===== src/rtl/ram_access_ctrl_pkg.sv =====
// Shared definitions for the RAM access controller: default geometry,
// FSM state encoding and the fill pattern used at start-up.
package ram_access_ctrl_pkg;

    localparam int ADDR_W_DEF = 10;
    localparam int DATA_W_DEF = 8;

    typedef enum logic [1:0] {
        ST_FILL   = 2'd0,
        ST_IDLE   = 2'd1,
        ST_ACCESS = 2'd2,
        ST_RESP   = 2'd3
    } state_t;

    // Word written at address k during a fill; callers truncate to their data width.
    function automatic logic [31:0] fill_pattern(input logic [31:0] k);
        return k << 32'd1;
    endfunction

endpackage


===== src/rtl/ram_access_ctrl.sv =====
// Front-end controller for a single-port RAM: fills the array after reset,
// then serves single-word read/write requests with a valid/ready read response.
module ram_access_ctrl
    import ram_access_ctrl_pkg::*;
#(
    parameter int ADDR_W    = ADDR_W_DEF,
    parameter int DATA_W    = DATA_W_DEF,
    parameter int INIT_FILL = 1
) (
    input  logic              clk,
    input  logic              rst_n,
    input  logic              fill_req,
    input  logic              req_valid,
    output logic              req_ready,
    input  logic              req_we,
    input  logic [ADDR_W-1:0] req_addr,
    input  logic [DATA_W-1:0] req_wdata,
    output logic              rd_valid,
    input  logic              rd_ready,
    output logic [DATA_W-1:0] rd_data,
    output logic              init_done,
    output logic              ram_cs,
    output logic              ram_wr,
    output logic [ADDR_W-1:0] ram_addr,
    output logic [DATA_W-1:0] ram_din,
    input  logic [DATA_W-1:0] ram_dout
);

    localparam state_t ST_RESET        = (INIT_FILL != 0) ? ST_FILL : ST_IDLE;
    localparam logic   INIT_DONE_RESET = (INIT_FILL == 0);

    state_t            state_r;
    state_t            state_s;
    logic [ADDR_W-1:0] cnt_r;
    logic [ADDR_W-1:0] cnt_s;
    logic              req_ready_s;
    logic              rd_valid_s;
    logic [DATA_W-1:0] rd_data_s;
    logic              init_done_s;
    logic              ram_cs_s;
    logic              ram_wr_s;
    logic [ADDR_W-1:0] ram_addr_s;
    logic [DATA_W-1:0] ram_din_s;

    // State, fill counter and every output register.
    always_ff @(posedge clk or negedge rst_n) begin
        if (!rst_n) begin
            state_r   <= ST_RESET;
            cnt_r     <= '0;
            req_ready <= 1'b0;
            rd_valid  <= 1'b0;
            rd_data   <= '0;
            init_done <= INIT_DONE_RESET;
            ram_cs    <= 1'b0;
            ram_wr    <= 1'b0;
            ram_addr  <= '0;
            ram_din   <= '0;
        end else begin
            state_r   <= state_s;
            cnt_r     <= cnt_s;
            req_ready <= req_ready_s;
            rd_valid  <= rd_valid_s;
            rd_data   <= rd_data_s;
            init_done <= init_done_s;
            ram_cs    <= ram_cs_s;
            ram_wr    <= ram_wr_s;
            ram_addr  <= ram_addr_s;
            ram_din   <= ram_din_s;
        end
    end

    // Next state and the output values that go with it; outputs hold by default.
    always_comb begin
        state_s     = state_r;
        cnt_s       = cnt_r;
        req_ready_s = req_ready;
        rd_valid_s  = rd_valid;
        rd_data_s   = rd_data;
        init_done_s = init_done;
        ram_cs_s    = ram_cs;
        ram_wr_s    = ram_wr;
        ram_addr_s  = ram_addr;
        ram_din_s   = ram_din;

        case (state_r)
            ST_FILL: begin
                ram_cs_s    = 1'b1;
                ram_wr_s    = 1'b1;
                ram_addr_s  = cnt_r;
                ram_din_s   = DATA_W'(fill_pattern(32'(cnt_r)));
                cnt_s       = cnt_r + ADDR_W'(1);
                req_ready_s = 1'b0;
                init_done_s = 1'b0;
                // The last word is being written this edge; strobes drop on the next one.
                if (cnt_r == {ADDR_W{1'b1}}) begin
                    state_s = ST_IDLE;
                end else begin
                    state_s = ST_FILL;
                end
            end

            ST_IDLE: begin
                ram_cs_s    = 1'b0;
                ram_wr_s    = 1'b0;
                req_ready_s = 1'b1;
                init_done_s = 1'b1;
                // A pending request always beats a simultaneous fill_req.
                if (req_valid) begin
                    if (req_ready) begin
                        state_s     = ST_ACCESS;
                        req_ready_s = 1'b0;
                        ram_cs_s    = 1'b1;
                        ram_wr_s    = req_we;
                        ram_addr_s  = req_addr;
                        ram_din_s   = req_wdata;
                    end else begin
                        state_s = ST_IDLE;
                    end
                end else if (fill_req) begin
                    state_s     = ST_FILL;
                    cnt_s       = '0;
                    req_ready_s = 1'b0;
                    init_done_s = 1'b0;
                end else begin
                    state_s = ST_IDLE;
                end
            end

            ST_ACCESS: begin
                ram_cs_s = 1'b0;
                ram_wr_s = 1'b0;
                if (ram_wr) begin
                    state_s     = ST_IDLE;
                    req_ready_s = 1'b1;
                end else begin
                    state_s     = ST_RESP;
                    rd_data_s   = ram_dout;
                    rd_valid_s  = 1'b1;
                    req_ready_s = 1'b0;
                end
            end

            ST_RESP: begin
                ram_cs_s = 1'b0;
                ram_wr_s = 1'b0;
                if (rd_ready) begin
                    state_s     = ST_IDLE;
                    rd_valid_s  = 1'b0;
                    req_ready_s = 1'b1;
                end else begin
                    state_s = ST_RESP;
                end
            end

            default: begin
                state_s     = ST_IDLE;
                ram_cs_s    = 1'b0;
                ram_wr_s    = 1'b0;
                rd_valid_s  = 1'b0;
                req_ready_s = 1'b0;
            end
        endcase
    end

endmodule


===== config.mk =====
export PLATFORM = sky130hd
export DESIGN_NAME = ram_access_ctrl
export DESIGN_NICKNAME = d
export VERILOG_FILES = /design/src/rtl/ram_access_ctrl_pkg.sv /design/src/rtl/ram_access_ctrl.sv
export SDC_FILE = /design/constraint.sdc
export NUM_CORES = 1
export LEC_CHECK = 0
export ABC_AREA = 1
export BUFFER_PORTS_ARGS = -buffer_cell sky130_fd_sc_hd__buf_2
export CAP_MARGIN = 20
export CORE_UTILIZATION = 35
export DETAILED_ROUTE_END_ITERATION = 10
export PLACE_DENSITY_LB_ADDON = 0.05
export SYNTH_ARGS = -nofsm -noshare
export SYNTH_HDL_FRONTEND = slang
export SYNTH_SLANG_ARGS = --single-unit
export TNS_END_PERCENT = 100

===== constraint.sdc =====
create_clock -name clk -period 1.25 [get_ports clk]
set_input_delay 0.1875 -clock clk [delete_from_list [all_inputs] [get_ports clk]]
set_output_delay 0.1875 -clock clk [all_outputs]
set_load 0.02 [all_outputs]

==> impl_metrics.csv, run 1 <==
group,metric,value,unit
clock_tree,clockBufferDepth,2,
synth,async_flop_share,100.0,%
timing,fmax,0.7941,GHz
synth,syn_inst,234,
final_layout,area_delta_synth_final,35.78,%
timing,worst_pin_slew,0.2454,ns
synth,synth_flop_cell,"dfrtp_1",
floorplan,fp.dieH,80.32,um
clock_tree,cts_tree,"yes",
timing,rsz0062_at_grt,"true",
final_layout,drive_gt1_share,39.57,%
clock_tree,cts_buffers,5,
timing,fin_crit_sh,100.7,%
clock_tree,cts_root_buffer,"clkbuf_8",
drt,drt_iter0_markers,81,
setup_path,cp.arrival,1.45,ns
global_routing,grt_max_degree,44,
global_routing,overflow,0,
setup_path,required,1.44,ns
global_routing,grt_usage,17.90,%
final_layout,fin_util,49.24,%
outcome,run_status,"complete, but fails checks",
synth,ys_ff_latch,43,
drt,drt-total-wl,5.189,mm
drt,vias_per_cell,4.653,
final_layout,antenna_cells,0,
place,place_hpwl,3.565,mm
job,drv_cap,0,
floorplan,io_pins,63,
timing,whs,0.1086,ns
synth,avgSynthCellArea,9.175,um2
clock_tree,clk-insertion-delay-late,0.29,ns
floorplan,initial_core_util,36.26,%
min_path,hp-class,"in2reg",
clock_tree,cts.sinks,43,
final_layout,num-fill-cells,589,
timing,relSlewSlack,83.64,%
power,p_leak,1.478,nW
drt,ant_nets,0,
synth,synth_cell_type_count,28,
clock_tree,path_clk_slew,0.08,ns
synth,synth_area,0.002147,mm2
clock_tree,h-tree-depth,2,
power,ir_worst_vdd,0.0004406,V
synth,syn_nets,267,
global_routing,antenna_found_initial,0,
drt,drc_errors,0,
final_layout,seq_area,0.001079,mm2
global_routing,grt_pass1_vias,1761,
synth,synth_edf_count,0,
floorplan,die_w,80.32,um
setup_path,critical_path_class,"reg2reg",
drt,wire_per_inst,12.94,um
timing,clock_skew,0.005279,ns
place,io_buffers,62,
synth,ys_seq_area_share,50.12,%
timing,setup_violations,7,
timing,timing.final.ws_setup,-0.009311,ns
timing,final.min_clock_period,1.259,ns
floorplan,core,0.005921,mm2
setup_path,cp-end-kind,"flop",
setup_path,crit_path_start_kind,"flop",
outcome,failed_checks,"setup timing",
final_layout,layout_common_cells,"nand2_1 (62), buf_2 (62), dfrtp_1 (41)",
final_layout,multi_input_area,939.7,um2
global_routing,grt_pass1_wl,8.728,mm
synth,synth_warnings,0,
floorplan,die-area,0.006451,mm2
final_layout,nets,358,
place,gp_congestion,0.7595,
drt,first_pass_iters,4,
timing,final_hold_viol_count,0,
timing,slew_violations,0,
setup_path,crit_fanout,9,
power,powerDensity,948.6,mW/mm2
drt,dr_total_vias,1866,
floorplan,rows,28,
[layout make-up]
cell class,count,share of cell area (%)
sequential,43,37.00
multi-input combinational,160,32.23
timing repair buffer,90,19.61
inverter,25,3.391
tap,75,3.219
clock buffer,6,2.489
clock inverter,2,2.060
[synth_stat cells (3+ instances only)]
master / number / area (um2)
nor2_1: 9 / 33.78
buf_6: 5 / 56.30
o21ai_0: 10 / 50.05
nand3_1: 25 / 125.1
dfrtp_1: 43 / 1076
nand4_1: 4 / 25.02
inv_1: 22 / 82.58
nand2_1: 62 / 232.7
nand2_4: 3 / 33.78
o21ai_2: 8 / 70.07
a21oi_1: 6 / 30.03
o21a_1: 16 / 120.1
[layer usage]
layer  up-vias  share of wire (%)  GRT usage, %
met3         6                4.1         3.977
met1       877                 51         24.98
met2        37                 44         27.86
li1        946                  -             -
met4         0                1.1         4.821
met5         -                  0             0
[critical path: stages, from the launching register on]
cell and delay (ns):
dfrtp_2 0.46, buf_4 0.15, nand3_2 0.10, nand4_4 0.15
buf_12 0.18, nand2_1 0.07, o21ai_2 0.05
[sequential cells by signal, indices dropped and copies added, names as in the netlist]
register	count
cnt_r	10
ram_addr	10
ram_din	8
rd_data	8
state_r	2
init_done	1
ram_cs	1
ram_wr	1
rd_valid	1
req_ready	1
[cells by family (layout without fill, tap and decap cells)]
logic type	count (synthesis)	count (layout)	share of synthesized area [%]
buf+inv	33	123	9.324
flops	43	43	50.12
compound gates	43	43	13.58
fa+ha+maj	1	1	0.5827
simple gates	114	116	26.40
[metrics by stage]
step                      area, um2  setup WS (ns)  power [mW]  std cells   TNS, ns
after floorplan                2147        0.01273       1.429        234         0
after global placement         2638       -0.05932       1.514        385    -1.232
after detailed placement       2638        -0.1197       1.515        385    -2.494
after CTS                      2859       -0.01728       2.805        398   -0.1920
after global routing           2915       -0.09246       2.857        401    -1.987
final                          2915      -0.009311       2.766        401  -0.03085
[worst paths after layout]
path                            startpoint    endpoint  slack, ns  cells past startpoint
worst max-delay path            state_r[0]  rd_data[3]     -0.009                      6
worst min-delay path                req_we      ram_wr       0.11                      2
worst max register to register  state_r[0]  rd_data[3]     -0.009                      6
worst min register to register  rd_data[4]  rd_data[4]       0.48                      2
max in group asynchronous            rst_n  state_r[0]       0.62                      3
min in group asynchronous            rst_n  ram_din[3]       0.39                      3
[report_power, final]
part / total, mW / switching (mW) / internal (mW)
clock: 1.28 / 0.480 / 0.799
combinational: 0.0978 / 0.0529 / 0.0450
sequential: 1.39 / 0 / 1.39
[repair_timing]
item | in CTS | in global routing
buffers inserted | 1 | 3
pin swaps | 2 | 2
resized for setup | 7 | 9
endpoints found under the hold margin | 43 | 0
hold buffers | 1 | 0
cloned | 3 | 0
endpoints found under the setup margin | 36 | 34
Note: power is estimated with default switching activity, not from simulation.
==> inputs of run 2 (changes only) <==
- HOLD_SLACK_MARGIN: unset -> 0.03
- clock period: 1.25 -> 1.1 ns (I/O delays scaled with it)
==> run 2 against run 1 <==
Effect of this change:
- the run still ends with setup timing left
- non-clock buffer count is 1 higher
- register-to-register slack worse by 0.13 ns
- clock power is 16% higher
- worst setup slack worse by 0.13 ns
- sequential power is 14% higher
- highest routed layer unchanged
- cell area is 0.56% higher
- sequential share of layout area is 0.16 points lower
- first-iteration DRC count is 63% lower
- power is 14% higher
- largest power group unchanged
==> impl_metrics.csv, run 2 (synthesis results as in run 1) <==
group,metric,value,unit
outcome,run_status,"complete, but fails checks",
outcome,failed_checks,"setup timing",
global_routing,antenna_found_initial,0,
final_layout,design_area,0.002932,mm2
final_layout,drive_gt1_share,40.67,%
setup_path,cp.arrival,1.43,ns
power,p_int,2.535,mW
clock_tree,path_clk_slew,0.08,ns
final_layout,area_delta_synth_final,36.54,%
drt,drt_iter0_markers,30,
job,drv_cap,0,
power,p_leak,1.475,nW
final_layout,largestRegisters,"cnt_r x10, ram_addr x10",
place,io_buffers,62,
timing,fin_crit_sh,112.9,%
clock_tree,cts_buffers,5,
final_layout,nets,359,
floorplan,rows,28,
clock_tree,clockBufferDepth,2,
global_routing,grt_pass1_wl,8.362,mm
drt,drt-total-wl,5.022,mm
power,p_sw_share,19.86,%
drt,vias_per_cell,4.590,
power,p_clk_share,46.6,%
drt,dr_total_vias,1845,
timing,final_hold_viol_count,0,
setup_path,critical_path_class,"reg2reg",
clock_tree,cts_tree,"yes",
drt,drc_errors,0,
final_layout,antenna_cells,0,
floorplan,die_w,80.32,um
floorplan,core,0.005921,mm2
timing,slew_violations,0,
floorplan,initial_core_util,36.26,%
timing,clock_skew,0.002904,ns
timing,fmax,0.8051,GHz
power,switchingPower,0.6283,mW
global_routing,grt_use_met3,3.409,%
timing,setup_violations,43,
clock_tree,clk-insertion-delay-late,0.30,ns
timing,timing.final.ws_setup,-0.1421,ns
place,placed_cell_area,0.002680,mm2
place,gp_congestion,0.7410,
power,powerDensity,1079,mW/mm2
timing,fin_setup_tns,-4.566,ns
timing,worst_pin_slew,0.2355,ns
timing,final.min_clock_period,1.242,ns
timing,rsz0062_at_grt,"true",
floorplan,die-area,0.006451,mm2
timing,whs,0.09353,ns
drt,wire_per_inst,12.49,um
power,pwr-share-comb,3.5,%
floorplan,io_pins,63,
clock_tree,h-tree-depth,2,
global_routing,met2_usage,27.78,%
drt,ant_nets,0,
global_routing,overflow,0,
power,ir_worst_vdd,0.0004919,V
global_routing,grt_usage,17.09,%
setup_path,crit_path_start_kind,"flop",
global_routing,grt_pass1_vias,1788,
place,place_hpwl,3.532,mm
power,p_seq_share,49.9,%
drt,first_pass_iters,4,
setup_path,cp-end-kind,"flop",
floorplan,fp.dieH,80.32,um
min_path,hp-class,"in2reg",
timing,relSlewSlack,84.30,%
clock_tree,cts_root_buffer,"clkbuf_8",
final_layout,layout_common_cells,"nand2_1 (61), buf_2 (61), dfrtp_1 (40)",
setup_path,crit_fanout,18,
global_routing,grt-busiest-layer,"met2",
global_routing,grt_use_met1,22.77,%
global_routing,grt_max_degree,44,
setup_path,required,1.29,ns
clock_tree,cts.sinks,43,
[run 2: critical path, cell delays in order, from the launching register on]
cell	delay, ns
dfrtp_2	0.47
inv_4	0.11
nor2_8	0.05
nand2_4	0.18
nand2_8	0.14
o21a_1	0.19
[run 2: timing repair]
item / 4_1_cts / 5_1_grt
pin swaps: 1 / 2
setup endpoints to repair: 43 / 44
hold buffers: 1 / 0
buffers inserted: 1 / 1
cloned: 1 / 1
resized for setup: 6 / 9
endpoints found under the hold margin: 43 / 0
[run 2: worst paths after layout]
path,slack [ns],depth (start not counted),from,end
hold / removal,0.09,2,req_we,ram_wr
setup reg to reg,-0.14,5,state_r[0],ram_addr[5]
min in group asynchronous,0.37,3,rst_n,ram_din[4]
max in group asynchronous,0.51,3,rst_n,req_ready
hold reg to reg,0.48,2,rd_data[7],rd_data[7]
setup / recovery,-0.14,5,state_r[0],ram_addr[5]
[run 2: stage by stage]
step	instances	util (%)	setup WS [ns]	total power, mW
6_report	402	49.51	-0.1421	3.164
5_1_grt	402	49.51	-0.2248	3.273
4_1_cts	400	48.37	-0.1503	3.217
3_5_place_dp	389	45.27	-0.2063	1.721
3_3_place_gp	389	45.27	-0.1782	1.720
2_1_floorplan	234	-	-0.09450	1.624
[run 2: layout make-up]
type,count,area (um2)
inverters,25,101.3
repair buffers,91,576.8
multi-input cells,160,943.4
clock buffers,5,68.82
clock inverters,3,67.56
fillers,596,2989
well taps,75,93.84
flip-flops and latches,43,1080
[run 2: power by group through the flow]
stage	Combinational, mW	Sequential (mW)	Clock [mW]
after floorplan	0.0126	1.61	0
after global placement	0.110	1.61	0
after detailed placement	0.110	1.61	0
after CTS	0.114	1.58	1.52
after global routing	0.127	1.58	1.57
final	0.109	1.58	1.48
[run 2: routing by layer]
metal,share of wire (%),up-vias
met5,0,-
met4,1.2,0
met3,3.4,7
met2,46,31
met1,49,855
li1,-,952
